### src/rtl/lsu_dccm_wr_arb_if.sv
// DCCM write-port arbitration bus: requester side, load-bank
// snoop from DC1, and the granted DCCM write.
interface lsu_dccm_wr_arb_if #(
  parameter int DCCM_BITS        = 16,
  parameter int DCCM_FDATA_WIDTH = 39,
  parameter int DCCM_BANK_BITS   = 3
);
  logic                        lsu_freeze_dc3;
  logic                        ld_rden_dc1;
  logic [DCCM_BANK_BITS-1:0]   ld_lo_bank_dc1;
  logic [DCCM_BANK_BITS-1:0]   ld_hi_bank_dc1;
  logic                        ecc_wb_req;
  logic [DCCM_BITS-1:0]        ecc_wb_addr;
  logic [DCCM_FDATA_WIDTH-1:0] ecc_wb_data;
  logic                        ecc_wb_gnt;
  logic                        dma_wr_req;
  logic [DCCM_BITS-1:0]        dma_wr_addr;
  logic [DCCM_FDATA_WIDTH-1:0] dma_wr_data;
  logic                        dma_wr_gnt;
  logic                        stbuf_req;
  logic [DCCM_BITS-1:0]        stbuf_addr;
  logic [DCCM_FDATA_WIDTH-1:0] stbuf_data;
  logic                        stbuf_gnt;
  logic                        ld_stall_req;
  logic                        dccm_wren;
  logic [DCCM_BITS-1:0]        dccm_wr_addr;
  logic [DCCM_FDATA_WIDTH-1:0] dccm_wr_data;

  modport master (
    output lsu_freeze_dc3, ld_rden_dc1, ld_lo_bank_dc1, ld_hi_bank_dc1,
           ecc_wb_req, ecc_wb_addr, ecc_wb_data,
           dma_wr_req, dma_wr_addr, dma_wr_data,
           stbuf_req, stbuf_addr, stbuf_data,
    input  ecc_wb_gnt, dma_wr_gnt, stbuf_gnt, ld_stall_req,
           dccm_wren, dccm_wr_addr, dccm_wr_data
  );

  modport slave (
    input  lsu_freeze_dc3, ld_rden_dc1, ld_lo_bank_dc1, ld_hi_bank_dc1,
           ecc_wb_req, ecc_wb_addr, ecc_wb_data,
           dma_wr_req, dma_wr_addr, dma_wr_data,
           stbuf_req, stbuf_addr, stbuf_data,
    output ecc_wb_gnt, dma_wr_gnt, stbuf_gnt, ld_stall_req,
           dccm_wren, dccm_wr_addr, dccm_wr_data
  );
endinterface

### src/rtl/lsu_dccm_wr_arb.sv
// DCCM write-port arbiter: ECC writeback, DMA write and store-buffer
// drain share one write port. Writes to banks a DC1 load is reading are
// held off, and a starvation FSM protects the store buffer by stalling loads.

// Per-requester bank-conflict check against the DC1 load.
module lsu_dccm_wr_arb_bank_chk #(
  parameter int DCCM_BANK_BITS = 3
) (
  input  logic [DCCM_BANK_BITS-1:0] i_bank,
  input  logic                      i_rden,
  input  logic [DCCM_BANK_BITS-1:0] i_lo,
  input  logic [DCCM_BANK_BITS-1:0] i_hi,
  output logic                      o_blk
);
  assign o_blk = i_rden & ((i_bank == i_lo) | (i_bank == i_hi));
endmodule

module lsu_dccm_wr_arb #(
  parameter int DCCM_BITS        = 16,
  parameter int DCCM_FDATA_WIDTH = 39,
  parameter int DCCM_BANK_BITS   = 3,
  parameter int DCCM_WIDTH_BITS  = 2,
  parameter int STARVE_MAX       = 15
) (
  input  logic              clk,
  input  logic              rst_l,
  lsu_dccm_wr_arb_if.slave  bus
);
  localparam int NUM_REQ = 3;
  localparam int ECC = 0;
  localparam int DMA = 1;
  localparam int STB = 2;
  localparam logic [7:0] L_MAX = 8'(STARVE_MAX);

  typedef enum logic {NORMAL, STARVED} state_t;

  logic [NUM_REQ-1:0][DCCM_BITS-1:0]        w_addr;
  logic [NUM_REQ-1:0][DCCM_FDATA_WIDTH-1:0] w_data;
  logic [NUM_REQ-1:0] w_req, w_blk, w_elig, w_gnt;
  logic [DCCM_BITS-1:0]        w_wr_addr;
  logic [DCCM_FDATA_WIDTH-1:0] w_wr_data;
  logic [7:0] r_scnt, w_scnt_nxt;
  logic       r_rr_last;
  state_t     r_state, w_state_nxt;

  assign w_req  = {bus.stbuf_req,  bus.dma_wr_req,  bus.ecc_wb_req};
  assign w_addr = {bus.stbuf_addr, bus.dma_wr_addr, bus.ecc_wb_addr};
  assign w_data = {bus.stbuf_data, bus.dma_wr_data, bus.ecc_wb_data};

  for (genvar g = 0; g < NUM_REQ; g++) begin : g_req
    lsu_dccm_wr_arb_bank_chk #(.DCCM_BANK_BITS(DCCM_BANK_BITS)) u_chk (
      .i_bank (w_addr[g][DCCM_WIDTH_BITS +: DCCM_BANK_BITS]),
      .i_rden (bus.ld_rden_dc1),
      .i_lo   (bus.ld_lo_bank_dc1),
      .i_hi   (bus.ld_hi_bank_dc1),
      .o_blk  (w_blk[g])
    );
  end

  // Nothing may win while frozen or while reset is held.
  assign w_elig = w_req & ~w_blk & {NUM_REQ{~bus.lsu_freeze_dc3 & rst_l}};

  // Grant selection, write mux, starvation counter and next state.
  always_comb begin
    w_gnt       = '0;
    w_wr_addr   = '0;
    w_wr_data   = '0;
    w_scnt_nxt  = r_scnt;
    w_state_nxt = r_state;

    if (r_state == STARVED && w_elig[STB]) w_gnt[STB] = 1'b1;
    else if (w_elig[ECC])                  w_gnt[ECC] = 1'b1;
    else if (w_elig[DMA] && w_elig[STB])   w_gnt[r_rr_last ? DMA : STB] = 1'b1;
    else if (w_elig[DMA])                  w_gnt[DMA] = 1'b1;
    else if (w_elig[STB])                  w_gnt[STB] = 1'b1;

    for (int i = 0; i < NUM_REQ; i++) begin
      if (w_gnt[i]) begin
        w_wr_addr = w_addr[i];
        w_wr_data = w_data[i];
      end
    end

    // Clear takes precedence over the freeze hold.
    if (!bus.stbuf_req || w_gnt[STB])  w_scnt_nxt = '0;
    else if (bus.lsu_freeze_dc3)       w_scnt_nxt = r_scnt;
    else if (r_scnt != L_MAX)          w_scnt_nxt = r_scnt + 8'd1;

    // Enter starvation on the edge the count reaches its limit.
    case (r_state)
      NORMAL:  if (bus.stbuf_req && !w_gnt[STB] && !bus.lsu_freeze_dc3 &&
                   w_scnt_nxt == L_MAX)
                 w_state_nxt = STARVED;
      STARVED: if (!bus.lsu_freeze_dc3 && (w_gnt[STB] || !bus.stbuf_req))
                 w_state_nxt = NORMAL;
      default: w_state_nxt = NORMAL;
    endcase
  end

  // State, starvation count and DMA/stbuf round-robin pointer.
  always_ff @(posedge clk or negedge rst_l) begin
    if (!rst_l) begin
      r_state   <= NORMAL;
      r_scnt    <= '0;
      r_rr_last <= 1'b0;
    end else begin
      r_state <= w_state_nxt;
      r_scnt  <= w_scnt_nxt;
      if (w_gnt[STB])      r_rr_last <= 1'b1;
      else if (w_gnt[DMA]) r_rr_last <= 1'b0;
    end
  end

  assign bus.ecc_wb_gnt   = w_gnt[ECC];
  assign bus.dma_wr_gnt   = w_gnt[DMA];
  assign bus.stbuf_gnt    = w_gnt[STB];
  assign bus.dccm_wren    = |w_gnt;
  assign bus.dccm_wr_addr = w_wr_addr;
  assign bus.dccm_wr_data = w_wr_data;
  assign bus.ld_stall_req = (r_state == STARVED);
endmodule

### src/flat_wrapper.sv
// flat-port wrapper written by rule: the top's interface ports become plain ports
module lsu_dccm_wr_arb_flat 
#(
  parameter int DCCM_BITS        = 16,
  parameter int DCCM_FDATA_WIDTH = 39,
  parameter int DCCM_BANK_BITS   = 3,
  parameter int DCCM_WIDTH_BITS  = 2,
  parameter int STARVE_MAX       = 15
)
  (clk, rst_l, bus_lsu_freeze_dc3, bus_ld_rden_dc1, bus_ld_lo_bank_dc1, bus_ld_hi_bank_dc1, bus_ecc_wb_req, bus_ecc_wb_addr, bus_ecc_wb_data, bus_dma_wr_req, bus_dma_wr_addr, bus_dma_wr_data, bus_stbuf_req, bus_stbuf_addr, bus_stbuf_data, bus_ecc_wb_gnt, bus_dma_wr_gnt, bus_stbuf_gnt, bus_ld_stall_req, bus_dccm_wren, bus_dccm_wr_addr, bus_dccm_wr_data);
  lsu_dccm_wr_arb_if #(.DCCM_BITS(DCCM_BITS), .DCCM_FDATA_WIDTH(DCCM_FDATA_WIDTH), .DCCM_BANK_BITS(DCCM_BANK_BITS)) bus_i ();
  input  logic clk;
  input  logic rst_l;
  input wire logic [$bits(bus_i.lsu_freeze_dc3)-1:0] bus_lsu_freeze_dc3;
  input wire logic [$bits(bus_i.ld_rden_dc1)-1:0] bus_ld_rden_dc1;
  input wire logic [$bits(bus_i.ld_lo_bank_dc1)-1:0] bus_ld_lo_bank_dc1;
  input wire logic [$bits(bus_i.ld_hi_bank_dc1)-1:0] bus_ld_hi_bank_dc1;
  input wire logic [$bits(bus_i.ecc_wb_req)-1:0] bus_ecc_wb_req;
  input wire logic [$bits(bus_i.ecc_wb_addr)-1:0] bus_ecc_wb_addr;
  input wire logic [$bits(bus_i.ecc_wb_data)-1:0] bus_ecc_wb_data;
  input wire logic [$bits(bus_i.dma_wr_req)-1:0] bus_dma_wr_req;
  input wire logic [$bits(bus_i.dma_wr_addr)-1:0] bus_dma_wr_addr;
  input wire logic [$bits(bus_i.dma_wr_data)-1:0] bus_dma_wr_data;
  input wire logic [$bits(bus_i.stbuf_req)-1:0] bus_stbuf_req;
  input wire logic [$bits(bus_i.stbuf_addr)-1:0] bus_stbuf_addr;
  input wire logic [$bits(bus_i.stbuf_data)-1:0] bus_stbuf_data;
  output wire logic [$bits(bus_i.ecc_wb_gnt)-1:0] bus_ecc_wb_gnt;
  output wire logic [$bits(bus_i.dma_wr_gnt)-1:0] bus_dma_wr_gnt;
  output wire logic [$bits(bus_i.stbuf_gnt)-1:0] bus_stbuf_gnt;
  output wire logic [$bits(bus_i.ld_stall_req)-1:0] bus_ld_stall_req;
  output wire logic [$bits(bus_i.dccm_wren)-1:0] bus_dccm_wren;
  output wire logic [$bits(bus_i.dccm_wr_addr)-1:0] bus_dccm_wr_addr;
  output wire logic [$bits(bus_i.dccm_wr_data)-1:0] bus_dccm_wr_data;
  assign bus_i.lsu_freeze_dc3 = bus_lsu_freeze_dc3;
  assign bus_i.ld_rden_dc1 = bus_ld_rden_dc1;
  assign bus_i.ld_lo_bank_dc1 = bus_ld_lo_bank_dc1;
  assign bus_i.ld_hi_bank_dc1 = bus_ld_hi_bank_dc1;
  assign bus_i.ecc_wb_req = bus_ecc_wb_req;
  assign bus_i.ecc_wb_addr = bus_ecc_wb_addr;
  assign bus_i.ecc_wb_data = bus_ecc_wb_data;
  assign bus_i.dma_wr_req = bus_dma_wr_req;
  assign bus_i.dma_wr_addr = bus_dma_wr_addr;
  assign bus_i.dma_wr_data = bus_dma_wr_data;
  assign bus_i.stbuf_req = bus_stbuf_req;
  assign bus_i.stbuf_addr = bus_stbuf_addr;
  assign bus_i.stbuf_data = bus_stbuf_data;
  assign bus_ecc_wb_gnt = bus_i.ecc_wb_gnt;
  assign bus_dma_wr_gnt = bus_i.dma_wr_gnt;
  assign bus_stbuf_gnt = bus_i.stbuf_gnt;
  assign bus_ld_stall_req = bus_i.ld_stall_req;
  assign bus_dccm_wren = bus_i.dccm_wren;
  assign bus_dccm_wr_addr = bus_i.dccm_wr_addr;
  assign bus_dccm_wr_data = bus_i.dccm_wr_data;
  lsu_dccm_wr_arb #(.DCCM_BITS(DCCM_BITS), .DCCM_FDATA_WIDTH(DCCM_FDATA_WIDTH), .DCCM_BANK_BITS(DCCM_BANK_BITS), .DCCM_WIDTH_BITS(DCCM_WIDTH_BITS), .STARVE_MAX(STARVE_MAX)) u_core (.clk(clk), .rst_l(rst_l), .bus(bus_i));
endmodule
### config.mk
export PLATFORM = sky130hd
export DESIGN_NAME = lsu_dccm_wr_arb_flat
export DESIGN_NICKNAME = d
export VERILOG_FILES = /design/src/rtl/lsu_dccm_wr_arb_if.sv /design/src/rtl/lsu_dccm_wr_arb.sv /design/src/flat_wrapper.sv
export SDC_FILE = /design/constraint.sdc
export NUM_CORES = 1
export LEC_CHECK = 0
export ABC_AREA = 0
export CAP_MARGIN = 20
export CORE_AREA = 2 2 93 95
export CTS_BUF_LIST = sky130_fd_sc_hd__clkbuf_4
export CTS_CLUSTER_SIZE = 16
export DETAILED_ROUTE_END_ITERATION = 6
export DIE_AREA = 0 0 95 97
export PLACE_DENSITY = 0.76
export REMOVE_ABC_BUFFERS = 1
export SYNTH_ARGS = -nofsm -noshare
export SYNTH_HDL_FRONTEND = slang
export SYNTH_HIERARCHICAL = 1
export SYNTH_SLANG_ARGS = --single-unit
### constraint.sdc
create_clock -name clk -period 7 [get_ports clk]
set_input_delay 1.75 -clock clk [delete_from_list [all_inputs] [get_ports clk]]
set_output_delay 1.75 -clock clk [all_outputs]
set_load 0.005 [all_outputs]
* After elaboration in Yosys (flattened, before gate mapping)
Index checks and enable logic that the tools add are counted.
W data, S select, Z words.
** Operators by class
- Bitwise operators :: 12
- Div/mod/pow operators :: 0
- Eq/ne operators :: 8
- Multipliers :: 0
- Add/sub/neg operators :: 1
- Shifts and indexed selects :: 0
- Muxes and demuxes :: 26
- Reduce and logical (&&, ||, !) cells :: 13
- Order comparisons :: 2
** Operators by type and width (count)
- $mux W39 :: 3
- $mux W16 :: 3
- $ge A32 B1 Y1 const B :: 1
- $lt A32 B4 Y1 const B :: 1
- $mux W8 :: 3
- $eq A3 B3 Y1 :: 6
- $mux W1 :: 11
- $add A8 B1 Y8 const B :: 1
- $eq A8 B4 Y1 const B :: 1
- $mux W2 :: 4
- $ne A8 B4 Y1 const B :: 1
- $logic_and A1 B1 Y1 :: 7
- $and A3 B3 Y3 :: 2
- $and A1 B1 Y1 :: 4
- $logic_not A1 Y1 :: 3
- $not A3 Y3 :: 1
- $or A1 B1 Y1 :: 3
- $reduce_or A3 Y1 :: 1
- $demux W1 S2 :: 1
- $not A1 Y1 :: 2
- $pmux W1 S2 :: 1
- $reduce_bool A2 Y1 :: 1
- $logic_or A1 B1 Y1 :: 1
** Storage, ports and cells
- Register bits :: 10
- Memory bits (read-only) :: 0
- Input port bits :: 178
- Output and inout bits :: 60
- Word-level logic and storage cells :: 65
- Latch bits :: 0
- Memories :: 0
- RAM bits :: 0

* Longest topological paths before layout
- Depth after elaboration :: 17
- Gate-level depth with buffers :: 10
- Mapped depth without buffers :: 8

* Hierarchy
Netlist, hierarchy kept.
** Modules (own cells, without submodules)
- lsu_dccm_wr_arb :: cells an instance 202, sequential area each 250.2 um^2, times used 1, area an instance 1554.0 um^2
- lsu_dccm_wr_arb_bank_chk :: cells an instance 11, sequential area each 0.0 um^2, times used 3, area an instance 76.3 um^2

* Least setup slack after synthesis
OpenSTA, ideal clock, no wires.
- Path type :: input-to-output
- From :: in bus_ld_hi_bank_dc1[0]
- To :: out bus_dccm_wr_addr[0]
- Arrival :: 3.296 ns
- Setup slack :: 1.954 ns
- Cell stages on the path :: 9
- Required time :: 5.250 ns
- Buffers on the path :: 2
- Cells stage by stage :: and2_1 -> o2111ai_1 -> nand2_1 -> o311a_1 -> and2_4 -> buf_6 -> buf_6 -> a222oi_1 -> inv_1
** On the way
- Longest elaborated chain between the ends :: 13
- Elaborated cells on any way between the ends :: 26
- Those cells by class :: eq/ne: 3; mux: 12; bitwise: 9; reduce/logical: 2
** RTL lines
- from (decl) :: RTL line flat_wrapper.sv:17 : input wire logic [$bits(bus_i.ld_hi_bank_dc1)-1:0] bus_ld_hi_bank_dc1;
- $eq A3 B3 Y1 (*) :: RTL line lsu_dccm_wr_arb.sv:15 : assign o_blk = i_rden & ((i_bank == i_lo) | (i_bank == i_hi));
- $or A1 B1 Y1 (*) :: RTL line lsu_dccm_wr_arb.sv:15
- $and A1 B1 Y1 (*) :: RTL line lsu_dccm_wr_arb.sv:15
- via u_core.w_blk[2] :: RTL line lsu_dccm_wr_arb.sv:39 : logic [NUM_REQ-1:0] w_req, w_blk, w_elig, w_gnt;
- $not A3 Y3 (*) :: RTL line lsu_dccm_wr_arb.sv:61 : assign w_elig = w_req & ~w_blk & {NUM_REQ{~bus.lsu_freeze_dc3 & rst_l}};
- $and A3 B3 Y3 (*) (2 in series) :: RTL line lsu_dccm_wr_arb.sv:61
- $logic_and A1 B1 Y1 :: RTL line lsu_dccm_wr_arb.sv:73 : else if (w_elig[DMA] && w_elig[STB]) w_gnt[r_rr_last ? DMA : STB] = 1'b1;
- $mux W1 :: RTL line lsu_dccm_wr_arb.sv:73
- $mux W1 :: RTL line lsu_dccm_wr_arb.sv:72 : else if (w_elig[ECC]) w_gnt[ECC] = 1'b1;
- $mux W2 :: RTL line lsu_dccm_wr_arb.sv:71 : if (r_state == STARVED && w_elig[STB]) w_gnt[STB] = 1'b1;
- $mux W16 (2 in series) :: RTL line lsu_dccm_wr_arb.sv:78 : if (w_gnt[i]) begin
- $mux W16 (*) :: RTL line lsu_dccm_wr_arb.sv:78
- to (decl) :: RTL line flat_wrapper.sv:32 : output wire logic [$bits(bus_i.dccm_wr_addr)-1:0] bus_dccm_wr_addr;
Mark *: on every way through the listed nets, which the timed path passes. The rest lies on a longest branch.

* Worst setup path after layout
- From :: in bus_ld_hi_bank_dc1[0]
- To :: out bus_dccm_wr_data[33]
** On the way
- Longest elaborated chain between the ends :: 13
- Elaborated cells on any way between the ends :: 26
- Those cells by class :: eq/ne: 3; mux: 12; bitwise: 9; reduce/logical: 2
** RTL lines
- $eq A3 B3 Y1 (*) :: RTL line lsu_dccm_wr_arb.sv:15
- $or A1 B1 Y1 (*) :: RTL line lsu_dccm_wr_arb.sv:15
- $and A1 B1 Y1 (*) :: RTL line lsu_dccm_wr_arb.sv:15
- via u_core.w_blk[2] :: RTL line lsu_dccm_wr_arb.sv:39
- $not A3 Y3 (*) :: RTL line lsu_dccm_wr_arb.sv:61
- $and A3 B3 Y3 (*) (2 in series) :: RTL line lsu_dccm_wr_arb.sv:61
- $logic_and A1 B1 Y1 :: RTL line lsu_dccm_wr_arb.sv:73
- $mux W1 :: RTL line lsu_dccm_wr_arb.sv:73
- $mux W1 :: RTL line lsu_dccm_wr_arb.sv:72
- $mux W2 :: RTL line lsu_dccm_wr_arb.sv:71
- $mux W39 (2 in series) :: RTL line lsu_dccm_wr_arb.sv:78
- $mux W39 (*) :: RTL line lsu_dccm_wr_arb.sv:78
- to (decl) :: RTL line flat_wrapper.sv:33 : output wire logic [$bits(bus_i.dccm_wr_data)-1:0] bus_dccm_wr_data;
Marks and branches as above.

==> metrics <==
setup_tns=0 ns; Synth Cell Area=0.00178 sq mm; Max Cap Viol=0; Min-Delay Path Class=register to register; Slew @ Worst Pin=0.621 ns; cell chain of the critical path=clkdlybuf4s50_1, and2_1, o2111ai_1, nand2_1, nand4bb_1, a211oi_4, buf_12, a222oi_1, inv_1, clkdlybuf4s50_1; critical path startpoint category=input pin; CTS Sinks=10; largest cells by area after synthesis=a222oi_1 31%, dfrtp_1 14%, inv_1 12%, xnor2_1 6.9%, buf_6 4.4%; first-pass iteration count of the detailed router=7; fin nets=roughly 640; leakage power=1.90 nW; PwrDens=77.1 mW/mm^2; number of port buffers=237; clock tree from TritonCTS=done; Fin Hold WS=0.548 ns; Post-synth EDFFs=0; clock latency on the worst-skew pair=0.28 ns; via count=2836; largest net degree at the start of global routing=58; Critical Path Fanout Max=52; io pins=238; share of layout cells above drive strength 1=3.04%; Seq cells post-synth=10; area share of the largest cell type after synthesis=around 30%; # hold bufs at CTS=0; Fin. Hold Viols=0; fraction of registers with async set/reset=100%; CP max stage delay=0.53 ns; # fillers=about 760; initial antenna violation count=0; RSZ-0062 raised after global routing=no; cell taking the most area after synthesis=a222oi_1; H-tree levels=1; antenna-violating nets left=0; Setup CP Type=input pin to output pin; Routed WL=10600 um; diodes inserted=0; DRC violations left=48; CTS resizes=0; chip height=97 um; storage element area=250 sq um; Cell variety after synth=38; Required @ worst endpoint=5.25 ns; GR Util All Layers=21.1%; most used cell, CP=clkdlybuf4s50_1; Post-Synthesis Cells=235; family with the most delay on the worst path=buffers and inverters; clk slew on worst S/H paths=0.07 ns; GPL Wtd Cong=0.951; drt initial violations=319; Placement Rows=33; area of the multi-input gates=around 0.0012 sq mm; post-CTS setup buffers=0; outcome=finished, violations left; dpl hpwl=8610 um; total CTS buffers=3; root buffer cell=clkbuf_4; synth-to-layout area growth=138%; Peak Freq=0.158 GHz; core area=about 0.0081 sq mm; Final period util=90.7%; pins over their slew limit=0; Placed Cells incl. Taps=562; Finished Layout Cells=566; Buf/Inv on CP=4; Ys Warns=6; WP data arrival=4.60 ns; starting density of the core=21.9%; slowest CP cell=clkdlybuf4s50_1; min cycle time layout=6.35 ns; Worst slew margin=58.6%; Chip Width=95 um; Seq/Total Area, Yosys=14.0%; worst-case clock buffer depth=2; Setup Skew=0.000454 ns; final setup vio count=0; Post-synth top flop=dfrtp_1; first-pass GRT wire length=about 15000 um; remaining global-route overflow=0; vias per inst=between 5 and 6; drt wl/cell=18.7 um; CP Capture Type=output pin; die area=0.00922 sq mm; Peak VDD IR=slightly below 0.07 mV; violated checks=DRC; vias in the first global route=2759; Syn Area/Cell=7.59 sq um
[layout by cell type, fill, tap and decap left out, drive strengths merged, types with 2 or more instances in the layout]
| cell type | instances |
|---|---|
| clkdlybuf4s50 | 237 |
| inv | 59 |
| a222oi | 55 |
| nor2 | 18 |
| xnor2 | 14 |
| dfrtp | 10 |
| nand2 | 8 |
| and2 | 7 |
| o2111ai | 6 |
| xor2 | 4 |
| a21oi | 4 |
| buf | 4 |
| clkbuf | 3 |
| nor2b | 3 |
| nor3 | 3 |
| nand2b | 2 |
| nand3 | 2 |
| mux2i | 2 |
| nand4 | 2 |
| o311a | 2 |
[cell usage after synthesis, types with 2 or more instances]
master and number:
mux2i_1 2, nand2b_1 2, o311a_1 2, o2111ai_1 6
a222oi_1 55, xnor2_1 14, nor3_1 3, nor2_1 18
nor2b_1 3, xor2_1 4, a21oi_1 4, dfrtp_1 10
and2_1 6, nand3_1 2, inv_1 57, nand4_1 2
inv_2 2, buf_6 7, clkbuf_1 7, nand2_1 8
buf_2 4
[per-layer routing]
metal  global-route usage [%]  vias up  part of all wire [%]
li1                         -     1371                     -
met1                     25.3     1328                    38
met2                     39.0      127                    52
met3                     3.58       10                   8.6
met4                     3.90        0                   1.3
met5                        0        -                     0
[worst register-to-register path, stage by stage, from the launching register on]
cell	delay [ns]
dfrtp_1	0.45
and4bb_2	0.29
a211oi_4	0.41
nand2b_1	0.33
nor2_1	0.10
a32o_1	0.23
[cell type report]
| class | count | share of cell area, % |
|---|---|---|
| timing repair buffer | 241 | 57.0 |
| multi-input combinational | 147 | 28.1 |
| sequential | 10 | 5.91 |
| inverter | 59 | 5.23 |
| tap | 105 | 3.10 |
| clock buffer | 3 | 0.532 |
| clock inverter | 1 | 0.0886 |
[kinds of logic after synthesis]
family	count (synthesis)	share of synthesized area [%]
AOI/OAI and AO/OA	74	39.4
xor gates and xnor gates	18	8.84
adders and majority gates	1	0.702
buffers and inverters	78	19.6
DFF	10	14.0
muxes	2	1.12
and+or+nand+nor	52	16.3
[per-stage QoR]
stage | total power, mW | setup WS, ns | instance area (sq um) | utilization (%)
2_1_floorplan | 0.120 | 0.797 | 1650 | -
3_3_place_gp | 0.280 | 0.780 | 4210 | 51.7
3_5_place_dp | 0.283 | 0.682 | 4210 | 51.7
4_1_cts | 0.329 | 0.658 | 4240 | 52.1
5_1_grt | 0.346 | 0.463 | 4240 | 52.1
6_report | 0.326 | 0.651 | 4240 | 52.1
[registers in the layout, summed over array words and instances (netlist names)]
| signal | cells |
|---|---|
| u_core/bus.ld_stall_req | 1 |
| u_core/r_rr_last | 1 |
| u_core/r_scnt | 8 |
[power by group]
part           switching (mW)  leakage (nW)  total (mW)  internal (mW)
Clock                  0.0221        0.0154      0.0428         0.0207
Sequential            0.00311         0.136      0.0640         0.0609
Combinational          0.0705          1.74       0.220          0.149
[path summary, 6_finish.rpt]
check / startpoint / endpoint / slack, ns / cells past startpoint
worst min register to register: u_core/r_rr_last$_DFFE_PN0P_ / u_core/r_rr_last$_DFFE_PN0P_ / 0.55 / 2
worst min-delay path: u_core/r_rr_last$_DFFE_PN0P_ / u_core/r_rr_last$_DFFE_PN0P_ / 0.55 / 2
worst max register to register: u_core/bus.ld_stall_req$_DFF_PN0_ / u_core/bus.ld_stall_req$_DFF_PN0_ / 5.08 / 5
min in group asynchronous: rst_l / u_core/r_scnt[4]$_DFF_PN0_ / 1.77 / 2
worst max-delay path: bus_ld_hi_bank_dc1[0] / bus_dccm_wr_data[33] / 0.65 / 10
max in group asynchronous: rst_l / u_core/r_scnt[1]$_DFF_PN0_ / 5.08 / 2
No activity file was read; power rests on OpenSTA's default activity.
==> RTL edit 1, RTL diff (same flow settings) <==
`DCCM_FDATA_WIDTH` is set to 39 in 3 places; all go to 43.
--- a/src/rtl/lsu_dccm_wr_arb_if.sv
+++ b/src/rtl/lsu_dccm_wr_arb_if.sv
@@ -2,7 +2,7 @@
 // snoop from DC1, and the granted DCCM write.
 interface lsu_dccm_wr_arb_if #(
   parameter int DCCM_BITS        = 16,
-  parameter int DCCM_FDATA_WIDTH = 39,
+  parameter int DCCM_FDATA_WIDTH = 43,
   parameter int DCCM_BANK_BITS   = 3
 );
   logic                        lsu_freeze_dc3;
--- a/src/rtl/lsu_dccm_wr_arb.sv
+++ b/src/rtl/lsu_dccm_wr_arb.sv
@@ -17,7 +17,7 @@
 
 module lsu_dccm_wr_arb #(
   parameter int DCCM_BITS        = 16,
-  parameter int DCCM_FDATA_WIDTH = 39,
+  parameter int DCCM_FDATA_WIDTH = 43,
   parameter int DCCM_BANK_BITS   = 3,
   parameter int DCCM_WIDTH_BITS  = 2,
   parameter int STARVE_MAX       = 15
--- a/src/flat_wrapper.sv
+++ b/src/flat_wrapper.sv
@@ -2,7 +2,7 @@
 module lsu_dccm_wr_arb_flat 
 #(
   parameter int DCCM_BITS        = 16,
-  parameter int DCCM_FDATA_WIDTH = 39,
+  parameter int DCCM_FDATA_WIDTH = 43,
   parameter int DCCM_BANK_BITS   = 3,
   parameter int DCCM_WIDTH_BITS  = 2,
   parameter int STARVE_MAX       = 15
Ports: changed (resized bus_dccm_wr_data, bus_dma_wr_data, bus_ecc_wb_data and bus_stbuf_data); port bits go from 238 to 254. The function was not compared with the original's and may differ.
==> RTL edit 1 against the original RTL <==
Critical path depth unchanged. Via count up 10%. Sequential power shrank 0.8%. Sequential cell count unchanged. Synthesized area increased by 16%. Design area rose by 11%. Core utilization grew 5.5 points. Power rose by 12%. Global-route usage up 5.8 points. Wire length increased by 23%. Sequential share of layout area fell by 0.56 points. Die area is the same. Setup slack lost 0.15 ns. Critical endpoint is now bus_dccm_wr_data[7]. Largest power group unchanged.
==> RTL edit 1: results (changes against the original RTL) <==
The fraction of the yosys area taken by sequential cells is 12.14% (was 14.04%), and the share of cells above drive strength 1 is 3.061% (was 3.037%). The average wire per standard cell is 21.79 um (was 18.73 um), and the count of H-tree levels built during CTS is 1 (unchanged). The number of unique standard cell types used by synthesis came out at 44 (was 38). The fraction of the mapped netlist area in adder cells is 0.6072% (was 0.7018%).

The slew at the pin with the worst max-slew slack came out at 0.6939 ns (was 0.6206 ns). The tools report the worst setup path startpoint as bus_stbuf_addr[2] (was bus_ld_hi_bank_dc1[0]). Switching fraction of total power: 29.67% (was 29.29%). The run finished with clean final reports. The number of global-route vias before repair is 3159 (was 2759). The xor-xnor portion of the synthesized cell area was 8.075% (was 8.842%); the later-pin clock latency in the skew report was 0.28 ns (about the same). First-pass GRT wire length: 18690 um (was 15400 um).

The final net count was 682 (was 641). Top post-synthesis cells by count: sky130_fd_sc_hd__a21o_1 (59), sky130_fd_sc_hd__a22o_1 (59), sky130_fd_sc_hd__nor2_1 (18) (was sky130_fd_sc_hd__inv_1 (57), sky130_fd_sc_hd__a222oi_1 (55), sky130_fd_sc_hd__nor2_1 (18)). The run gives 10620 um (was 8613 um) as the HPWL after detailed placement. The tools report the capturing instance or port of the critical path as bus_dccm_wr_data[7] (was bus_dccm_wr_data[33]).

The total global-route track usage came out at 26.88% (was 21.11%). Slowest cell on the critical path: sky130_fd_sc_hd__clkdlybuf4s50_1 (unchanged). For the pin count of the biggest net entering global routing, the log shows 53 (was 58).

The capture point of the worst reg-to-reg path was u_core/r_scnt[5] (was u_core/bus.ld_stall_req). For the number of synthesis warnings, the log shows 6 (unchanged). The logs give 4 (was 7) for the detailed-router iteration count before antenna repair and 3119 (was 2836) for the total number of vias. The data arrival time at the worst-slack endpoint was 4.75 ns (was 4.60 ns). Static power due to leakage: 0.002211 uW (was 0.001895 uW). Leading cell types by total area after synthesis: sky130_fd_sc_hd__a22o_1 (25%), sky130_fd_sc_hd__a21o_1 (21%), sky130_fd_sc_hd__dfrtp_1 (12%) (was sky130_fd_sc_hd__a222oi_1 (31%), sky130_fd_sc_hd__dfrtp_1 (14%), sky130_fd_sc_hd__inv_1 (12%)). The number of antenna violations at the first check in global routing was 7 (was 0); the minimum setup slack among reg-to-reg paths was 5.15 ns (was 5.08 ns).

The global placer's final weighted congestion was 0.9803 (was 0.9508). The maximum ir drop on the vdd rail is 0.03860 mV (was 0.06723 mV). The longest individual stage delay on the worst path is 0.50 ns (was 0.53 ns).
RTL edit 1: cell types whose count changed after synthesis, sizes merged, moves of 2 or more:
cell,delta
and3,+3
xnor2,+2
a21oi,+2
a22o,+59
inv,-57
clkbuf,-2
buf,+6
a222oi,-55
o311a,-2
a21o,+58
RTL edit 1: logic make-up (layout without fill, tap and decap cells):
family	Yosys count	count (layout)
buffers and inverters	25	265
muxes	1	1
xor gates and xnor gates	19	19
and+or+nand+nor	56	56
adders and majority gates	1	1
DFF	10	10
other	0	3
AOI/OAI and AO/OA	138	138
RTL edit 1: worst reg2reg max path: cells and delay by family (launching register included):
family                 cells  cell delay (ns)
flip-flops                 1             0.60
AND/OR/NAND/NOR            3             0.49
AO/OA/AOI/OAI              1             0.37
buffers and inverters      1             0.28
RTL edit 1: power by group through the flow:
stage	sequential (uW)	combinational, uW	clock (uW)
final	63.5	258	43.5
after global routing	64.0	274	45.8
after CTS	63.5	258	44.2
after detailed placement	64.7	255	0
after global placement	64.6	254	0
after floorplan	63.9	71.8	0
RTL edit 1: cell type report:
cell class,count,area [um2]
Clock buffer,3,22.52
Inverter,2,7.507
Timing Repair Buffer,259,2603
Clock inverter,1,3.754
Multi-Input combinational cell,215,1657
Sequential cell,10,250.2
Fill cell,737,3452
Tap cell,105,131.4
Antenna cell,3,7.507
RTL edit 1: worst min-delay path by stage:
stage	slack [ns]	cells past startpoint	start	end
after floorplan	0.48	2	u_core/r_rr_last	u_core/r_rr_last
after global placement	0.51	2	u_core/r_rr_last	u_core/r_rr_last
after detailed placement	0.53	2	u_core/r_rr_last	u_core/r_rr_last
after CTS	0.54	2	u_core/r_rr_last	u_core/r_rr_last
after global routing	0.60	2	u_core/r_rr_last	u_core/r_rr_last
final	0.53	2	u_core/r_rr_last	u_core/r_rr_last
RTL edit 1: per-layer routing:
layer | share of wire, % | vias up | track usage, %
li1 | - | 1468 | -
met5 | 0.40 | - | 0
met4 | 0.64 | 8 | 3.010
met2 | 45 | 198 | 42.61
met3 | 14 | 14 | 10.44
met1 | 40 | 1431 | 35.56
RTL edit 1: through the flow:
step	utilization, %	setup WS, ns	area [um2]	total power [uW]	std cells
2_1_floorplan	-	1.195	1899	135.7	227
3_3_place_gp	57.15	0.5831	4648	318.9	591
5_1_grt	57.47	0.3723	4674	383.7	595
6_report	57.56	0.5003	4682	365.5	598
3_5_place_dp	57.15	0.5420	4648	320.1	591
4_1_cts	57.47	0.5219	4674	366.0	595
==> RTL edit 2, RTL diff (config.mk and constraints unchanged) <==
Made on the original files. Make the reset (`rst_l`) synchronous in one clocked block.
--- a/src/rtl/lsu_dccm_wr_arb.sv
+++ b/src/rtl/lsu_dccm_wr_arb.sv
@@ -98,7 +98,7 @@
   end
 
   // State, starvation count and DMA/stbuf round-robin pointer.
-  always_ff @(posedge clk or negedge rst_l) begin
+  always_ff @(posedge clk) begin
     if (!rst_l) begin
       r_state   <= NORMAL;
       r_scnt    <= '0;
Formal check against the unedited RTL: same outputs for any inputs over 10 cycles, from zero or initial values and one cycle with rst_l low; that may be too few to reach the edited logic, so the function may still have changed.
==> RTL edit 2 against the original RTL <==
Core utilization rose by 1.8 points. Wire length rose by 1.3%. Sequential cell count did not move. Design area rose by 3.4%. Synthesized area rose by 4.3%. Critical path type unchanged. Critical endpoint is now bus_dccm_wr_addr[2]. Highest routed layer unchanged. Power fell by 7.1%. Combinational power fell by 5%. Largest cell class unchanged. Setup slack got worse by 0.12 ns. Largest power group unchanged. Global-route usage rose by 0.19 points.
==> RTL edit 2: results (changes against the original RTL) <==
The flow ran to the end, and the final reports show no timing, DRC or antenna violations. The flip-flop count of the largest register, all copies and words added came out at 8 (unchanged). The final worst clock skew came out at 0.004820 ns (was 0.0004544 ns). The detailed-router iteration count before antenna repair is 4 (was 7), and the later-pin clock latency in the skew report is 0.26 ns (was 0.28 ns).

The diode insertion count for antenna repair is 0 (unchanged). The total number of vias was 2869 (was 2836); the final net count was 647 (was 641). The number of buffers on the longest clock path was 2 (unchanged). The fraction of the yosys area taken by sequential cells is 10.77% (was 14.04%). Synthesized instance count: 242 (was 235). The global placer's final weighted congestion is 0.9681 (was 0.9508), and the clock-pin slew on the worst setup and hold paths is 0.06 ns. The run gives 2787 (was 2759) as the number of global-route vias before repair. Number of violations reported at the end of detailed-routing iteration 0: 105 (was 319).

The number of antenna violations at the first check in global routing is 0 (unchanged), and the average wire per standard cell is 18.81 um (was 18.73 um). The share of async-settable or async-resettable flops after synthesis is 0% (was 100.0%), and the first-pass GRT wire length is 15440 um (was 15400 um). The slew at the pin with the worst max-slew slack was 0.4828 ns (was 0.6206 ns).

The maximum ir drop on the vdd rail is 0.09988 mV (was 0.06723 mV). The count of H-tree levels built during CTS is 1 (unchanged), and the HPWL after detailed placement is 9061 um (was 8613 um). Number of synthesis warnings: 6 (unchanged). The post-cts sizing count is 0 (unchanged), and the static power due to leakage is 0.001586 uW (was 0.001895 uW). For the total global-route track usage, the log shows 21.30% (was 21.11%). The biggest fanout along the worst timing path came out at 48 (was 52). For the number of pins exceeding their max-slew limit in the final report, the log shows 0 (unchanged). The buffer type at the clock tree root was sky130_fd_sc_hd__clkbuf_4 (unchanged). The classification of the worst-slack hold path is register to register (unchanged).

The share of cells above drive strength 1 is 2.146% (was 3.037%), and the data arrival time at the worst-slack endpoint is 4.72 ns (was 4.60 ns). Pin count of the biggest net entering global routing: 50 (was 58). Prevailing post-synth register cell: sky130_fd_sc_hd__dfxtp_1 (was sky130_fd_sc_hd__dfrtp_1). For the non-filler instance count after layout, the log shows 571 (was 566).

The cell area reported after detailed placement came out at 0.004357 mm2 (was 0.004209 mm2). Leading cell types by total area after synthesis: sky130_fd_sc_hd__a221o_1 (30%), sky130_fd_sc_hd__dfxtp_1 (11%), sky130_fd_sc_hd__and2_1 (10%) (was sky130_fd_sc_hd__a222oi_1 (31%), sky130_fd_sc_hd__dfrtp_1 (14%), sky130_fd_sc_hd__inv_1 (12%)). The number of unique standard cell types used by synthesis came out at 42 (was 38). Top post-synthesis cells by count: sky130_fd_sc_hd__a221o_1 (55), sky130_fd_sc_hd__and2_1 (31), sky130_fd_sc_hd__and2_0 (30) (was sky130_fd_sc_hd__inv_1 (57), sky130_fd_sc_hd__a222oi_1 (55), sky130_fd_sc_hd__nor2_1 (18)).

Quantity of I/O buffers inserted on ports: 237 (unchanged). The logs give 0 (unchanged) for the setup fix buffers added after clock tree synthesis and 3 (unchanged) for the number of buffers created by CTS. The register ranked first by flip-flop count was u_core/r_scnt (unchanged).
-- RTL edit 2: cell types whose count changed in the layout (fill, tap and decap cells not counted), sizes merged, moves of 10 or more --
cell,change
a222oi,-55
a221o,+55
and2,+54
dfrtp,-10
inv,-56
dfxtp,+10
-- RTL edit 2: power breakdown --
part	internal (uW)	switching, uW
logic	148	60.5
registers	57.6	0.672
clock network	19.7	17.4
total	225	78.5
-- RTL edit 2: cell families (layout without fill, tap and decap cells) --
logic type                 after synthesis  after routing  share of synthesized area (%)
xor gates and xnor gates                19             19                          8.950
DFF                                     10             10                          10.77
and+or+nand+nor                        112            112                          35.60
muxes                                    1              1                         0.5384
adders and majority gates                1              1                         0.6728
buffers and inverters                   22            246                          5.249
AOI/OAI and AO/OA                       77             77                          38.22
-- RTL edit 2: final timing paths --
kind                      startpoint  cells past startpoint  slack [ns]                      end
max                bus_stbuf_addr[2]                     10        0.53      bus_dccm_wr_addr[2]
min                 u_core/r_rr_last                      2        0.50         u_core/r_rr_last
max reg2reg  u_core/bus.ld_stall_req                      5        5.11  u_core/bus.ld_stall_req
min reg2reg         u_core/r_rr_last                      2        0.50         u_core/r_rr_last
-- RTL edit 2: layout make-up --
| class | instances | area, um2 |
|---|---|---|
| clock buffers | 3 | 22.52 |
| flip-flops and latches | 10 | 200.2 |
| fillers | 759 | 3755 |
| repair buffers | 240 | 2432 |
| inverters | 3 | 11.26 |
| multi-input cells | 210 | 1582 |
| well taps | 105 | 131.4 |
-- RTL edit 2: routing by layer --
layer / global-route usage, % / vias up / part of all wire (%)
met2: 39.33 / 139 / 52
met3: 3.894 / 12 / 7.9
met1: 24.83 / 1324 / 38
met5: 0 / - / 0
li1: - / 1394 / -
met4: 5.017 / 0 / 1.7
-- RTL edit 2: metrics by stage --
stage | utilization [%] | hold slack (ns) | setup WS (ns)
floorplan | - | 0.4606 | 0.3918
CTS | 53.84 | 0.4992 | 0.5535
global route | 53.84 | 0.5265 | 0.3916
global placement | 53.56 | 0.4883 | 0.5996
finish | 53.84 | 0.5024 | 0.5274
detailed placement | 53.56 | 0.4905 | 0.5613
-- RTL edit 2: critical path, cell delays in order --
cell,delay [ns]
sky130_fd_sc_hd__clkdlybuf4s50_1,0.48
sky130_fd_sc_hd__and2_1,0.20
sky130_fd_sc_hd__o2111ai_1,0.20
sky130_fd_sc_hd__nand2_1,0.12
sky130_fd_sc_hd__nand2b_1,0.17
sky130_fd_sc_hd__or4_1,0.54
sky130_fd_sc_hd__inv_2,0.23
sky130_fd_sc_hd__buf_12,0.26
sky130_fd_sc_hd__a221o_1,0.23
sky130_fd_sc_hd__clkdlybuf4s50_1,0.51
